$ cat src/rtl/seq_divider.sv
// Iterative radix-2 restoring divider with valid/ready operand and result handshakes.
// Optional macro DIV_ZERO_FAST_EN: a zero divisor skips the iteration phase.
module seq_divider #(
    parameter int N_W      = 16,
    parameter int D_W      = 8,
    parameter int UNSIGNED = 0
) (
    input  logic           clk,
    input  logic           rst,
    input  logic           in_valid,
    output logic           in_ready,
    input  logic [N_W-1:0] dividend,
    input  logic [D_W-1:0] divisor,
    output logic           out_valid,
    input  logic           out_ready,
    output logic [N_W-1:0] quotient,
    output logic [D_W-1:0] remainder,
    output logic           div_by_zero
);

    localparam int CNT_W = $clog2(N_W + 1);
    localparam logic [CNT_W-1:0] CNT_ONE  = {{(CNT_W-1){1'b0}}, 1'b1};
    localparam logic [CNT_W-1:0] CNT_LAST = CNT_W'(N_W - 1);
    localparam bit SIGNED_OPS = (UNSIGNED == 32'sd0);

    typedef enum logic [1:0] {
        IDLE = 2'd0,
        CALC = 2'd1,
        FIX  = 2'd2,
        DONE = 2'd3
    } state_t;

    state_t         state_q, state_d;
    // dvd_q shifts dividend bits out of the MSB while quotient bits enter at the LSB.
    logic [N_W-1:0] dvd_q, dvd_d;
    logic [D_W-1:0] dvs_q, dvs_d;
    logic [D_W:0]   prem_q, prem_d;
    logic [CNT_W-1:0] cnt_q, cnt_d;
    logic           q_neg_q, q_neg_d;
    logic           r_neg_q, r_neg_d;
    logic           dz_q, dz_d;
    logic [D_W-1:0] dz_rem_q, dz_rem_d;
    logic [N_W-1:0] quotient_q, quotient_d;
    logic [D_W-1:0] remainder_q, remainder_d;
    logic           out_valid_q, out_valid_d;
    logic           div_by_zero_q, div_by_zero_d;

    logic           in_ready_s;
    logic           dvd_neg_s, dvs_neg_s;
    logic [N_W-1:0] dvd_mag_s;
    logic [D_W-1:0] dvs_mag_s;
    logic [D_W:0]   shifted_s;
    logic [D_W+1:0] diff_s;
    logic           step_ok_s;
    logic [N_W-1:0] q_fix_s;
    logic [D_W-1:0] r_fix_s;

    assign in_ready_s = (state_q == IDLE) && !rst;

    // The most negative value negates to itself, which is its correct unsigned magnitude.
    assign dvd_neg_s = SIGNED_OPS && dividend[N_W-1];
    assign dvs_neg_s = SIGNED_OPS && divisor[D_W-1];
    assign dvd_mag_s = dvd_neg_s ? (-dividend) : dividend;
    assign dvs_mag_s = dvs_neg_s ? (-divisor) : divisor;

    assign shifted_s = {prem_q[D_W-1:0], dvd_q[N_W-1]};
    assign diff_s    = {1'b0, shifted_s} - {2'b00, dvs_q};
    assign step_ok_s = ~diff_s[D_W+1];

    assign q_fix_s = q_neg_q ? (-dvd_q) : dvd_q;
    assign r_fix_s = r_neg_q ? (-prem_q[D_W-1:0]) : prem_q[D_W-1:0];

    // Next-state and datapath update for the IDLE/CALC/FIX/DONE sequence.
    always_comb begin
        state_d       = state_q;
        dvd_d         = dvd_q;
        dvs_d         = dvs_q;
        prem_d        = prem_q;
        cnt_d         = cnt_q;
        q_neg_d       = q_neg_q;
        r_neg_d       = r_neg_q;
        dz_d          = dz_q;
        dz_rem_d      = dz_rem_q;
        quotient_d    = quotient_q;
        remainder_d   = remainder_q;
        out_valid_d   = out_valid_q;
        div_by_zero_d = div_by_zero_q;
        case (state_q)
            IDLE: begin
                if (in_valid && in_ready_s) begin
                    dvd_d    = dvd_mag_s;
                    dvs_d    = dvs_mag_s;
                    q_neg_d  = dvd_neg_s ^ dvs_neg_s;
                    r_neg_d  = dvd_neg_s;
                    dz_d     = (divisor == {D_W{1'b0}});
                    dz_rem_d = dividend[D_W-1:0];
                    prem_d   = {(D_W+1){1'b0}};
                    cnt_d    = {CNT_W{1'b0}};
`ifdef DIV_ZERO_FAST_EN
                    if (divisor == {D_W{1'b0}}) begin
                        state_d = FIX;
                    end else begin
                        state_d = CALC;
                    end
`else
                    state_d  = CALC;
`endif
                end else begin
                    state_d = IDLE;
                end
            end
            CALC: begin
                prem_d = step_ok_s ? diff_s[D_W:0] : shifted_s;
                dvd_d  = {dvd_q[N_W-2:0], step_ok_s};
                cnt_d  = cnt_q + CNT_ONE;
                if (cnt_q == CNT_LAST) begin
                    state_d = FIX;
                end else begin
                    state_d = CALC;
                end
            end
            FIX: begin
                out_valid_d = 1'b1;
                state_d     = DONE;
                if (dz_q) begin
                    quotient_d    = {N_W{1'b1}};
                    remainder_d   = dz_rem_q;
                    div_by_zero_d = 1'b1;
                end else begin
                    quotient_d    = q_fix_s;
                    remainder_d   = r_fix_s;
                    div_by_zero_d = 1'b0;
                end
            end
            DONE: begin
                if (out_ready) begin
                    out_valid_d = 1'b0;
                    state_d     = IDLE;
                end else begin
                    state_d = DONE;
                end
            end
            default: begin
                state_d     = IDLE;
                out_valid_d = 1'b0;
            end
        endcase
    end

    // State and datapath registers with synchronous reset.
    always_ff @(posedge clk) begin
        if (rst) begin
            state_q       <= IDLE;
            dvd_q         <= {N_W{1'b0}};
            dvs_q         <= {D_W{1'b0}};
            prem_q        <= {(D_W+1){1'b0}};
            cnt_q         <= {CNT_W{1'b0}};
            q_neg_q       <= 1'b0;
            r_neg_q       <= 1'b0;
            dz_q          <= 1'b0;
            dz_rem_q      <= {D_W{1'b0}};
            quotient_q    <= {N_W{1'b0}};
            remainder_q   <= {D_W{1'b0}};
            out_valid_q   <= 1'b0;
            div_by_zero_q <= 1'b0;
        end else begin
            state_q       <= state_d;
            dvd_q         <= dvd_d;
            dvs_q         <= dvs_d;
            prem_q        <= prem_d;
            cnt_q         <= cnt_d;
            q_neg_q       <= q_neg_d;
            r_neg_q       <= r_neg_d;
            dz_q          <= dz_d;
            dz_rem_q      <= dz_rem_d;
            quotient_q    <= quotient_d;
            remainder_q   <= remainder_d;
            out_valid_q   <= out_valid_d;
            div_by_zero_q <= div_by_zero_d;
        end
    end

    assign in_ready    = in_ready_s;
    assign out_valid   = out_valid_q;
    assign quotient    = quotient_q;
    assign remainder   = remainder_q;
    assign div_by_zero = div_by_zero_q;

endmodule

$ cat config.mk
export PLATFORM = sky130hd
export DESIGN_NAME = seq_divider
export DESIGN_NICKNAME = d
export VERILOG_FILES = /design/src/rtl/seq_divider.sv
export SDC_FILE = /design/constraint.sdc
export NUM_CORES = 1
export LEC_CHECK = 0
export CORE_UTILIZATION = 50
export CTS_BUF_LIST = sky130_fd_sc_hd__clkbuf_8
export DETAILED_ROUTE_END_ITERATION = 8
export PLACE_DENSITY = 0.82
export SLEW_MARGIN = 20
export SYNTH_ARGS = -nofsm -noshare
export SYNTH_HDL_FRONTEND = slang
export SYNTH_SLANG_ARGS = --single-unit
$ cat constraint.sdc
create_clock -name clk -period 2.05 [get_ports clk]
set_clock_uncertainty 0.05 [all_clocks]
set_input_delay 0.41 -clock clk [delete_from_list [all_inputs] [get_ports clk]]
set_output_delay 0.41 -clock clk [all_outputs]
set_load 0.1 [all_outputs]
==> flow_summary.yaml, run 1 <==
outcome:
  outcome: "complete, no violations"
clock_network:
  h-tree-depth: 3
  postCtsHoldBufs: 0
  clock_sinks: 76
  cts_tree: "done"
  clk_pin_slew_worst_paths_ps: 80
  clock_latency_ps: 360
  root_buffer: "clkbuf_8"
  cts.path.max_buffers: 2
  numCtsBuffers: 9
place:
  dp_slack_ps: -396.6
  dpl.hpwl_um: 8035
  gp_congestion: 0.8527
  portBuffers: 54
yosys:
  syn-cell-area_um2: 4217
  synth_ff_type: "dfxtp_1"
  syn_area_per_cell_um2: 8.172
  synth_edf_count: 0
  synth_cell_type_count: 52
  synth_seq_cells: 76
  async_reset_ff_share_pct: 0
  synth.net_count: 559
  syn_inst: 516
  ys_warn_count: 0
  seq_area_frac_synth_pct: 36.08
detailed_routing:
  met3_length_um: 724
  via_count: 4234
  wirelength_um: 11490
  highest_layer: "met4"
  viasPerCell: 5.848
  routedWlPerCell_um: 15.87
  route.layer.met1.wl_um: 5105
  drt-pass1-iter-count: 5
  drc: 0
  route.met2.wl_um: 5380
  first_iter_violations: 289
  ant_nets: 0
min_path:
  hold_class: "reg -> reg"
sta:
  drv_slew: 0
  max_freq_mhz: 492.5
  worst_slack_ps: 19.72
  period_share_pct: 99.04
  finalCriticalPeriod_ps: 2030
  worstMarginPinSlew_ps: 743.9
  setup_viol: 0
  slew_headroom_pct: 50.22
  hold_slack_ps: 407.0
  tns_ps: 0
  rsz0062_at_grt: "true"
  hold_violations: 0
power:
  power_frac_clock_pct: 30.4
  p_leak_uw: 0.002250
  peakVddDrop_mv: 0.3528
  powerDensity_nw_per_um2: 805.7
  switching_share_pct: 31.16
  p_comb_share_pct: 33.4
  p_sw_uw: 1423
  p_int_uw: 3143
  seqPwrFrac_pct: 36.2
setup_path:
  cp.required_ps: 2220
  crit_fanout: 4
  crit_family: "simple AND/OR/NAND/NOR gates"
  arrival_ps: 2200
  criticalPathCategory: "reg -> reg"
  path_cells: "or4_4 > or3b_4 > o41ai_4 > xnor2_2 > a211oi_2"
  path_buf_inv: 0
  critPathMaxStageDelay_ps: 540
  slowest_stage: "or4_4"
  crit_path_start_kind: "flip-flop"
  worstSetupEndpointType: "flip-flop"
die:
  io_pins: 55
  core_um2: 8175
  dieArea_um2: 8804
  die_h_um: 93.83
  die_w_um: 93.83
  std_cell_rows: 33
  start_util_pct: 51.58
layout:
  fillers: 618
  layout_commonest_cell: "buf_4"
  final_cell_mix: "buf_4, dfxtp_1, nand2_1"
  area_growth_pct: 34.39
  drive_above_1_share_pct: 24.39
  antenna_cells: 0
  nets: 658
global_routing:
  grt_usage_pct: 26.31
  antenna_found_initial: 0
  grt_pass1_vias: 3897
  grt_max_degree: 72
  grt_pass1_wl_um: 18260
  grt-ovfl-total: 0
run:
  cap_viol_max_count: 0
-- through the flow --
step                      area [um2]  utilization [%]  instances  total power (uW)
after floorplan                 4364                -        516              2558
after CTS                       5572            68.15        722              4456
after detailed placement        5275            64.52        706              3013
after global routing            5667            69.31        724              4768
final                           5667            69.31        724              4565
after global placement          5275            64.52        706              2970
-- worst min-delay path, cell delays in order (launching register included) --
cell,delay [ps]
dfxtp_1,310
nand2_1,50
a21oi_1,50
-- sequential cells by signal (all words and copies together) (netlist names) --
name         flops
dz_q             1
cnt_q            5
div_by_zero      1
quotient        16
dvs_q            8
prem_q           8
state_q          2
r_neg_q          1
remainder        8
q_neg_q          1
dz_rem_q         8
dvd_q           16
out_valid        1
-- layer usage --
metal	global-route usage, %	up-vias
met2	41.97	164
met1	35.07	2011
met4	11.92	0
met3	3.722	19
li1	-	2040
met5	0	-
-- final cells by class --
cell class	count	area, um2	area share [%]
repair buffers	120	1001	17.66
flip-flops and latches	76	1525	26.92
clock buffers	10	137.6	2.429
multi-input cells	385	2684	47.36
clock inverters	5	101.3	1.788
well taps	105	131.4	2.318
inverters	23	86.33	1.524
-- cells in the mapped netlist, types with 2 or more instances --
cell        n  share of area (%)
xnor2_1    17                3.5
nand2b_1   14                2.1
and3_1      4               0.59
buf_1       5               0.45
dfxtp_1    76                 36
nor3b_1     3               0.53
o31ai_1     9                1.6
o22ai_1    10                1.5
mux2i_1    10                2.4
a211oi_1   14                2.5
xor2_1     24                5.0
o21ai_0    37                4.4
nand2_1    46                4.1
o211ai_1    5               0.89
a22oi_1     7                1.2
o21bai_1    2               0.36
a21oi_1    27                3.2
clkbuf_1   28                2.5
ha_1       14                4.2
nor4_1      4               0.59
or2_2       4               0.59
inv_1      23                2.0
a31oi_1     3               0.45
nor2_1     44                3.9
a21boi_0    2               0.36
nand4_1     3               0.45
nand3_1     6               0.71
a2111oi_0   2               0.42
a221oi_1    5                1.0
nor3_1     16                1.9
o31a_1      2               0.42
nand3b_1    9                1.6
o41ai_1     6                1.2
a32oi_1     3               0.62
or3_1       6               0.89
nor2b_1     9                1.3
a22o_1      2               0.42
-- cell families after synthesis --
logic type	share of synthesized area [%]
flops	36.08
simple gates	20.71
mux	2.641
xor+xnor	8.516
compound gates	22.43
fa+ha+maj	4.629
buf+inv	4.985
-- final timing paths --
| check | from | endpoint | slack (ps) | cells after the start |
|---|---|---|---|---|
| max | dvd_q[1]$_SDFFE_PP0P_ | quotient[15]$_SDFFE_PP0P_ | 20 | 5 |
| min | remainder[4]$_SDFFE_PP0P_ | remainder[4]$_SDFFE_PP0P_ | 410 | 2 |
| max reg2reg | dvd_q[1]$_SDFFE_PP0P_ | quotient[15]$_SDFFE_PP0P_ | 20 | 5 |
| min reg2reg | remainder[4]$_SDFFE_PP0P_ | remainder[4]$_SDFFE_PP0P_ | 410 | 2 |
-- power by group through the flow --
stage	logic, uW	registers (uW)	clock network, uW
finish	1520	1650	1390
global route	1660	1660	1450
CTS	1410	1640	1400
detailed placement	1340	1680	0
global placement	1300	1670	0
floorplan	887	1670	0
-- timing repair --
action                                  in CTS  in global routing
pin swaps                                    4                  4
gates cloned                                 0                  1
setup buffers                                1                  1
endpoints found under the setup margin      11                 15
gates resized for setup                     10                 15
No activity file was read; power rests on OpenSTA's default activity.
==> run 2, diff against run 1 <==
--- a/config.mk
+++ b/config.mk
@@ -13,3 +13,4 @@
 export SYNTH_ARGS = -nofsm -noshare
 export SYNTH_HDL_FRONTEND = slang
 export SYNTH_SLANG_ARGS = --single-unit
+export TNS_END_PERCENT = 100
==> results of run 2 <==
The final DEF is identical to that of run 1; final timing and power are the same.
